$ cat config.mk
export PLATFORM = sky130hd
export DESIGN_NAME = fetch_unit_flat
export DESIGN_NICKNAME = d
export VERILOG_FILES = /design/src/rtl/fetch_unit_if.sv /design/src/rtl/fetch_unit.sv /design/src/flat_wrapper.sv
export SDC_FILE = /design/constraint.sdc
export NUM_CORES = 1
export LEC_CHECK = 0
export BUFFER_PORTS_ARGS = -buffer_cell sky130_fd_sc_hd__clkbuf_2
export CAP_MARGIN = 20
export CORE_MARGIN = 4
export CORE_UTILIZATION = 37
export CTS_BUF_LIST = sky130_fd_sc_hd__clkbuf_16
export DETAILED_ROUTE_END_ITERATION = 12
export GPL_TIMING_DRIVEN = 0
export PLACE_DENSITY = 0.66
export SYNTH_ARGS = -nofsm -noshare
export SYNTH_HDL_FRONTEND = slang
export SYNTH_SLANG_ARGS = --single-unit
$ cat constraint.sdc
create_clock -name CLK -period 7.6 [get_ports CLK]
set_input_delay 0.38 -clock CLK [delete_from_list [all_inputs] [get_ports CLK]]
set_output_delay 0.38 -clock CLK [all_outputs]
set_load 0.1 [all_outputs]
$ cat src/rtl/fetch_unit_if.sv
// Instruction-memory request/response bus between the fetch stage and imem.
interface fetch_unit_if;
  logic [63:0] ImemAddr;
  logic        ImemReq;
  logic        ImemReady;
  logic [31:0] ImemData;

  // Fetch stage drives the request, memory answers with ready/data.
  modport master (
    output ImemAddr,
    output ImemReq,
    input  ImemReady,
    input  ImemData
  );

  modport slave (
    input  ImemAddr,
    input  ImemReq,
    output ImemReady,
    output ImemData
  );
endinterface

$ cat src/rtl/fetch_unit.sv
// LEGv8 fetch / next-PC stage: holds the PC, fetches one instruction per
// imem handshake, presents it with Imm26/SignOp, then selects the next PC
// from the branch resolution inputs when downstream accepts it.
module fetch_unit #(
  parameter logic [63:0] START_PC = 64'h0
) (
  input  logic                CLK,
  input  logic                Reset,
  fetch_unit_if.master        imem,
  output logic [31:0]         Instruction,
  output logic                InstrValid,
  output logic [25:0]         Imm26,
  output logic [1:0]          SignOp,
  input  logic                Stall,
  input  logic [63:0]         BusImm,
  input  logic                Branch,
  input  logic                Uncondbranch,
  input  logic                ALUZero,
  output logic [63:0]         PC
);

  typedef enum logic [1:0] {StRst, StReq, StHold} state_e;

  state_e      state_q, state_d;
  logic [63:0] pc_q, pc_d;
  logic        req_q, req_d;
  logic [31:0] instr_q, instr_d;
  logic        valid_q, valid_d;
  logic [1:0]  sign_op_q, sign_op_d;

  logic        taken;
  logic [63:0] next_pc;

  // Sign-extender control from the opcode bits of the fetched word.
  function automatic logic [1:0] decode_sign_op(input logic [10:0] op);
    logic [1:0] res;
    if (op[10:1] == 10'b1001000100 || op[10:1] == 10'b1101000100) begin
      res = 2'b00;  // ADDI / SUBI
    end else if (op == 11'b11111000010 || op == 11'b11111000000) begin
      res = 2'b01;  // LDUR / STUR
    end else if (op[10:5] == 6'b000101) begin
      res = 2'b10;  // B
    end else if (op[10:3] == 8'b10110100) begin
      res = 2'b11;  // CBZ
    end else begin
      res = 2'b00;
    end
    return res;
  endfunction

  // Branch resolution; only consumed on the accept edge in HOLD.
  always_comb begin
    taken   = Uncondbranch | (Branch & ALUZero);
    // Shift drops BusImm[63:62]; 64-bit add wraps.
    next_pc = taken ? (pc_q + (BusImm << 2)) : (pc_q + 64'd4);
  end

  // Next-state logic for the RST -> REQ -> HOLD fetch loop.
  always_comb begin
    state_d   = state_q;
    pc_d      = pc_q;
    req_d     = req_q;
    instr_d   = instr_q;
    valid_d   = valid_q;
    sign_op_d = sign_op_q;
    case (state_q)
      StRst: begin
        state_d = StReq;
        req_d   = 1'b1;
      end
      StReq: begin
        if (imem.ImemReady) begin
          state_d   = StHold;
          req_d     = 1'b0;
          instr_d   = imem.ImemData;
          sign_op_d = decode_sign_op(imem.ImemData[31:21]);
          valid_d   = 1'b1;
        end
      end
      StHold: begin
        if (!Stall) begin
          state_d = StReq;
          req_d   = 1'b1;
          pc_d    = next_pc;
          valid_d = 1'b0;
        end
      end
      default: begin
        state_d = StRst;
        req_d   = 1'b0;
        valid_d = 1'b0;
      end
    endcase
  end

  // State and registered outputs; reset is synchronous and wins over everything.
  always_ff @(posedge CLK) begin
    if (Reset) begin
      state_q   <= StRst;
      pc_q      <= START_PC;
      req_q     <= 1'b0;
      instr_q   <= 32'h0;
      valid_q   <= 1'b0;
      sign_op_q <= 2'b00;
    end else begin
      state_q   <= state_d;
      pc_q      <= pc_d;
      req_q     <= req_d;
      instr_q   <= instr_d;
      valid_q   <= valid_d;
      sign_op_q <= sign_op_d;
    end
  end

  assign imem.ImemReq  = req_q;
  assign imem.ImemAddr = pc_q;
  assign PC            = pc_q;
  assign Instruction   = instr_q;
  assign InstrValid    = valid_q;
  assign SignOp        = sign_op_q;
  assign Imm26         = instr_q[25:0];

endmodule

$ cat src/flat_wrapper.sv
// flat-port wrapper written by rule: the top's interface ports become plain ports
module fetch_unit_flat 
#(
  parameter logic [63:0] START_PC = 64'h0
)
  (CLK, Reset, Instruction, InstrValid, Imm26, SignOp, Stall, BusImm, Branch, Uncondbranch, ALUZero, PC, imem_ImemAddr, imem_ImemReq, imem_ImemReady, imem_ImemData);
  fetch_unit_if imem_i ();
  input  logic CLK;
  input  logic Reset;
  output logic [31:0] Instruction;
  output logic InstrValid;
  output logic [25:0] Imm26;
  output logic [1:0] SignOp;
  input  logic Stall;
  input  logic [63:0] BusImm;
  input  logic Branch;
  input  logic Uncondbranch;
  input  logic ALUZero;
  output logic [63:0] PC;
  output wire logic [$bits(imem_i.ImemAddr)-1:0] imem_ImemAddr;
  output wire logic [$bits(imem_i.ImemReq)-1:0] imem_ImemReq;
  input wire logic [$bits(imem_i.ImemReady)-1:0] imem_ImemReady;
  input wire logic [$bits(imem_i.ImemData)-1:0] imem_ImemData;
  assign imem_ImemAddr = imem_i.ImemAddr;
  assign imem_ImemReq = imem_i.ImemReq;
  assign imem_i.ImemReady = imem_ImemReady;
  assign imem_i.ImemData = imem_ImemData;
  fetch_unit #(.START_PC(START_PC)) u_core (.CLK(CLK), .Reset(Reset), .imem(imem_i), .Instruction(Instruction), .InstrValid(InstrValid), .Imm26(Imm26), .SignOp(SignOp), .Stall(Stall), .BusImm(BusImm), .Branch(Branch), .Uncondbranch(Uncondbranch), .ALUZero(ALUZero), .PC(PC));
endmodule
# After elaboration in Yosys (flattened, before gate mapping)
# Cells that the tools add are included.
[op_classes]
reduce_logical = 7
eq_ne = 10
n_addsub = 2
n_bitwise = 4
mux = 14
[ops]
columns = ["cell", "count"]
rows = [
  ["64-bit by 3-bit adder with 64-bit output, second input constant", 1],
  ["64-bit adder", 1],
  ["64-bit two-way mux", 1],
  ["11-bit == test, second input constant", 2],
  ["10-bit == test, second input constant", 2],
  ["2-bit two-way mux", 6],
  ["8-bit == test, second input constant", 1],
  ["6-bit by 3-bit == test with 1-bit output, second input constant", 1],
  ["1-bit one-hot mux with 3 select lines", 2],
  ["2-bit one-hot mux with 3 select lines", 1],
  ["2-bit AND reduction", 3],
  ["1-bit two-way mux", 4],
  ["2-bit inequality test, second input constant", 2],
  ["3-bit AND reduction", 1],
  ["2-bit by 1-bit == test with 1-bit output, second input constant", 1],
  ["2-bit == test, second input constant", 1],
  ["2-bit logical NOT", 1],
  ["1-bit logical OR", 2],
  ["1-bit NOT", 2],
  ["1-bit bitwise AND", 1],
  ["1-bit OR", 1],
]
[totals]
reg_bits = 102

# Longest topological paths before layout
[logic_depth]
word_depth = 5
mapped_depth = 15
ltp_nobuf = 15

# Worst setup path before layout
# OpenSTA, ideal clock, no wires.
[synth_timing]
path_type = "register -> register"
start = "register u_core.pc_q[2] (netlist: u_core.PC[2])"
end = "register u_core.pc_q[54] (netlist: u_core.PC[54])"
path_stages_with_launch = 14
arrival_time_ns = 3.645
n_path_buf = 0
path_slack_ns = 3.833
synth_period_minus_slack_ns = 3.767
required_ns = 7.478
cell_sequence = "dfxtp_1 > ha_1 > inv_1 > fa_1 > nor2b_4 > o21ai_4 > a211oi_4 > o211a_4 > o311ai_4 > and3_4 > o41ai_4 > a31o_2 > nor4b_1 > a311o_1"
[synth_between]
elab_chain_len = 2
[synth_lines]
columns = ["item", "line_no", "rtl"]
rows = [
  ["from (decl)", "fetch_unit.sv:25", "logic [63:0] pc_q, pc_d;"],
  ["from (signal assigned)", "fetch_unit.sv:107", "pc_q <= pc_d;"],
  ["64-bit by 3-bit adder with 64-bit output / 64-bit adder (equally long branches)", "fetch_unit.sv:55", "next_pc = taken ? (pc_q + (BusImm << 2)) : (pc_q + 64'd4);"],
  ["64-bit two-way mux (*)", "fetch_unit.sv:55", ""],
]
# Mark *: on every way between the ends. The rest lies on a longest branch, timed or not.
# A chain may end at the register's enable or synchronous reset.

# Worst setup path after layout
[layout_timing]
start = "input Branch"
end = "register u_core.pc_q[61] (netlist: u_core.PC[61])"
[layout_between]
elab_chain_len = 3
[layout_lines]
columns = ["item", "line_no", "rtl"]
rows = [
  ["from (decl)", "flat_wrapper.sv:16", "input logic Branch;"],
  ["1-bit bitwise AND", "fetch_unit.sv:53", "taken = Uncondbranch | (Branch & ALUZero);"],
  ["1-bit OR", "fetch_unit.sv:53", ""],
  ["64-bit two-way mux", "fetch_unit.sv:55", ""],
]
# No other way between the ends.

==> results.toml <==
[worst_setup_path]
worstPathRequired_ns = 7.83
worstSetupPathType = "input pin to register"
critPathLaunch = "Branch"
cp-end-kind = "register"
r2r_start = "u_core.PC[2]"
crit_top_cell = "and2_1"
slowest_delay_ns = 0.49
start_kind = "input pin"
path_max_fanout = 10
worst-path-buf-inv = 2
slowest_stage = "clkbuf_1"
cp_cell_sequence = "clkbuf_2 > a21o_1 > clkbuf_1 > and2_1 > ha_1 > and2_1 > a221oi_2 > a2111oi_1 > o21ai_1 > nand2_2 > a311oi_4 > o21ai_2 > a21oi_1 > mux2i_1 > o32ai_1"
arrival_ns = 4.18
critical_path.top_delay_family = "compound AO/OA/AOI/OAI gates"

[clocking]
clk_pin_slew_worst_paths_ns = 0.08
clock_path_buffers = 2
postCtsSetupRepairBufs = 0
cts_hold_buffers = 0
tritoncts = "done"
htreeDepth = 3
worstSkewPairLatency_ns = 0.36
cts_buffers = 9
cts_resized = 0
clockRootBuffer = "clkbuf_16"
clkSinkCount = 99

[route]
routed_wl_um = 27750
dr.pass1.iters = 5
ant_nets = 0
viasPerCell = 5.107
drc = 0
initialDrtViolationCount = 535
wire_per_inst_um = 16.03
routed-via-count = 8841

[logic_synthesis]
synth-warning-count = 0
synth_cell_types = 82
syn_inst = 1147
synth.most_common_cell = "nand2_1"
avgSynthCellArea_um2 = 7.294
synth.top_cell.area_share_pct = 23.69
netlist_area_um2 = 8367
yosys-top-cells-count = "nand2_1, a21oi_1, dfxtp_1"
synthFlopType = "dfxtp_1"
ys_seq_elements = 99
synth-edff-count = 0
ys_top_cells_by_area = "dfxtp_1, nand2_1, a21oi_1, ha_1, buf_4"
synth_top_area_cell = "dfxtp_1"
async_reset_ff_share_pct = 0
seq_area_frac_synth_pct = 23.69

[global_routing]
grt-ovfl-total = 0
grt_max_degree = 19
antenna_found_initial = 0
busiest_layer = "met2"
grt_pass1_wl_um = 42800
gr-usage-met1_pct = 29.01
grt_use_met3_pct = 1.848
grt_pass1_vias = 8295
grt_use_total_pct = 21.17
use_met2_pct = 35.58

[floorplan]
ios = 293
fp.coreArea_um2 = 22030
dieArea_um2 = 25080
initial_core_util_pct = 37.99
rows = 54
die_w_um = 158.4
die_h_um = 158.4

[timing]
hold_viol = 0
max_freq_mhz = 253.0
tightest_slew_ns = 0.7360
tns_ns = 0
fin_skew_ns = 0.009103
finalCriticalPeriod_ns = 3.953
finalMaxSlewViolations = 0
grt_setup_unrepaired = "false"
setup_viol_count_final = 0
hold_ws_ns = 0.2336
maxSlewHeadroom_pct = 50.63
final.period_utilization_pct = 52.01
final.setup.worst_slack_ns = 3.647

[placement]
gp_congestion = 0.9353
hpwl_um = 22460
detailedPlace.worstSlack_ns = 3.245
numPortBuffers = 285

[power]
power_frac_clock_pct = 31.8
finalPower_mw = 1.461
swShare_pct = 40.18
power_density_nw_per_um2 = 139.9
combinationalPowerShare_pct = 30.8
p_seq_share_pct = 37.4
p_switching_mw = 0.5868
ir_drop_v = 0.00008148
power.leakage_nw = 5.039
p_int_mw = 0.8737

[job]
drv_cap = 0

[layout]
diodes = 0
area.sequential_um2 = 1982
drive_gt1_share_pct = 29.63
fill_cells = 2291
multi_input_area_um2 = 5400
syn_to_final_growth_pct = 24.78
final_nets = 1611
fin_util_pct = 47.40

[min_path]
holdCritStartpoint = "imem_ImemData[20]"
hold_path.class = "input pin to register"

[outcome]
status = "finished clean"
metal layers:
layer | share of wire, % | vias to the layer above | routed length [um]
li1 | - | 4506 | -
met2 | 48 | 235 | 13190
met3 | 4.1 | 28 | 1131
met5 | 0 | - | 0
met4 | 2.0 | 0 | 558
met1 | 46 | 4072 | 12870
sequential cells by signal, summed over array words and instances (netlist names):
register	cells
u_core.Instruction	32
u_core.SignOp	2
u_core.PC	62
u_core.InstrValid	1
u_core.state_q	2
path summary, 6_finish.rpt:
kind,to,slack (ns),depth (start not counted)
worst max-delay path,u_core.PC[61],3.65,15
worst min-delay path,u_core.Instruction[20],0.23,3
worst min register to register,u_core.Instruction[26],0.46,2
worst max register to register,u_core.PC[54],4.10,13
stage by stage:
stage | cells | instance area [um2]
3_3_place_gp | 1715 | 10150
4_1_cts | 1731 | 10440
2_1_floorplan | 1150 | 8378
5_1_grt | 1731 | 10440
3_5_place_dp | 1715 | 10150
6_report | 1731 | 10440
cell type report:
| type | instances | share of cell area (%) |
|---|---|---|
| well taps | 280 | 3.356 |
| repair buffers | 285 | 13.66 |
| multi-input cells | 880 | 51.73 |
| clock inverters | 7 | 0.5753 |
| plain buffers | 145 | 8.605 |
| flip-flops and latches | 99 | 18.98 |
| clock buffers | 9 | 2.157 |
| inverters | 26 | 0.9348 |
tightest hold or removal path: cells and delay by family:
family | cells | cell delay, ns
AND/OR/NAND/NOR | 1 | 0.05
buffers and inverters | 1 | 0.08
AO/OA/AOI/OAI | 1 | 0.05
cells by family after synthesis:
group	after synthesis	synth area share (%)
flops	99	23.69
simple gates	452	26.13
xor+xnor	44	4.606
mux	1	0.1196
fa+ha+maj	62	9.361
buf+inv	171	11.90
compound gates	317	24.15
other cells	1	0.04482
cell usage in the layout, fill, tap and decap left out, types with 5 or more instances in the layout:
master and n:
ha_1 61, o21bai_1 18, nor3_1 9, and2_1 67, nor4_1 7, buf_2 6, clkbuf_1 38, nand3_1 28
a31oi_1 10, clkbuf_2 286, nand4_1 19, o21ai_0 43, a211oi_1 7, a211o_1 5, xor2_1 14, clkbuf_16 9
or3_1 9, buf_1 8, nor2b_1 6, buf_4 92, o21a_1 6, and3_1 8, or4_1 5, nand2_1 217
xnor2_1 30, a21o_1 22, nor2_1 51, a21oi_1 160, dfxtp_1 99, inv_1 25
power by group through the flow:
| stage | Clock (mW) | Combinational, mW | Sequential (mW) |
|---|---|---|---|
| 2_1_floorplan | 0 | 0.255 | 0.655 |
| 3_3_place_gp | 0 | 0.447 | 0.559 |
| 3_5_place_dp | 0 | 0.448 | 0.559 |
| 4_1_cts | 0.475 | 0.450 | 0.547 |
| 5_1_grt | 0.492 | 0.481 | 0.549 |
| 6_report | 0.464 | 0.449 | 0.547 |
Note: power is estimated with default switching activity, not from simulation.
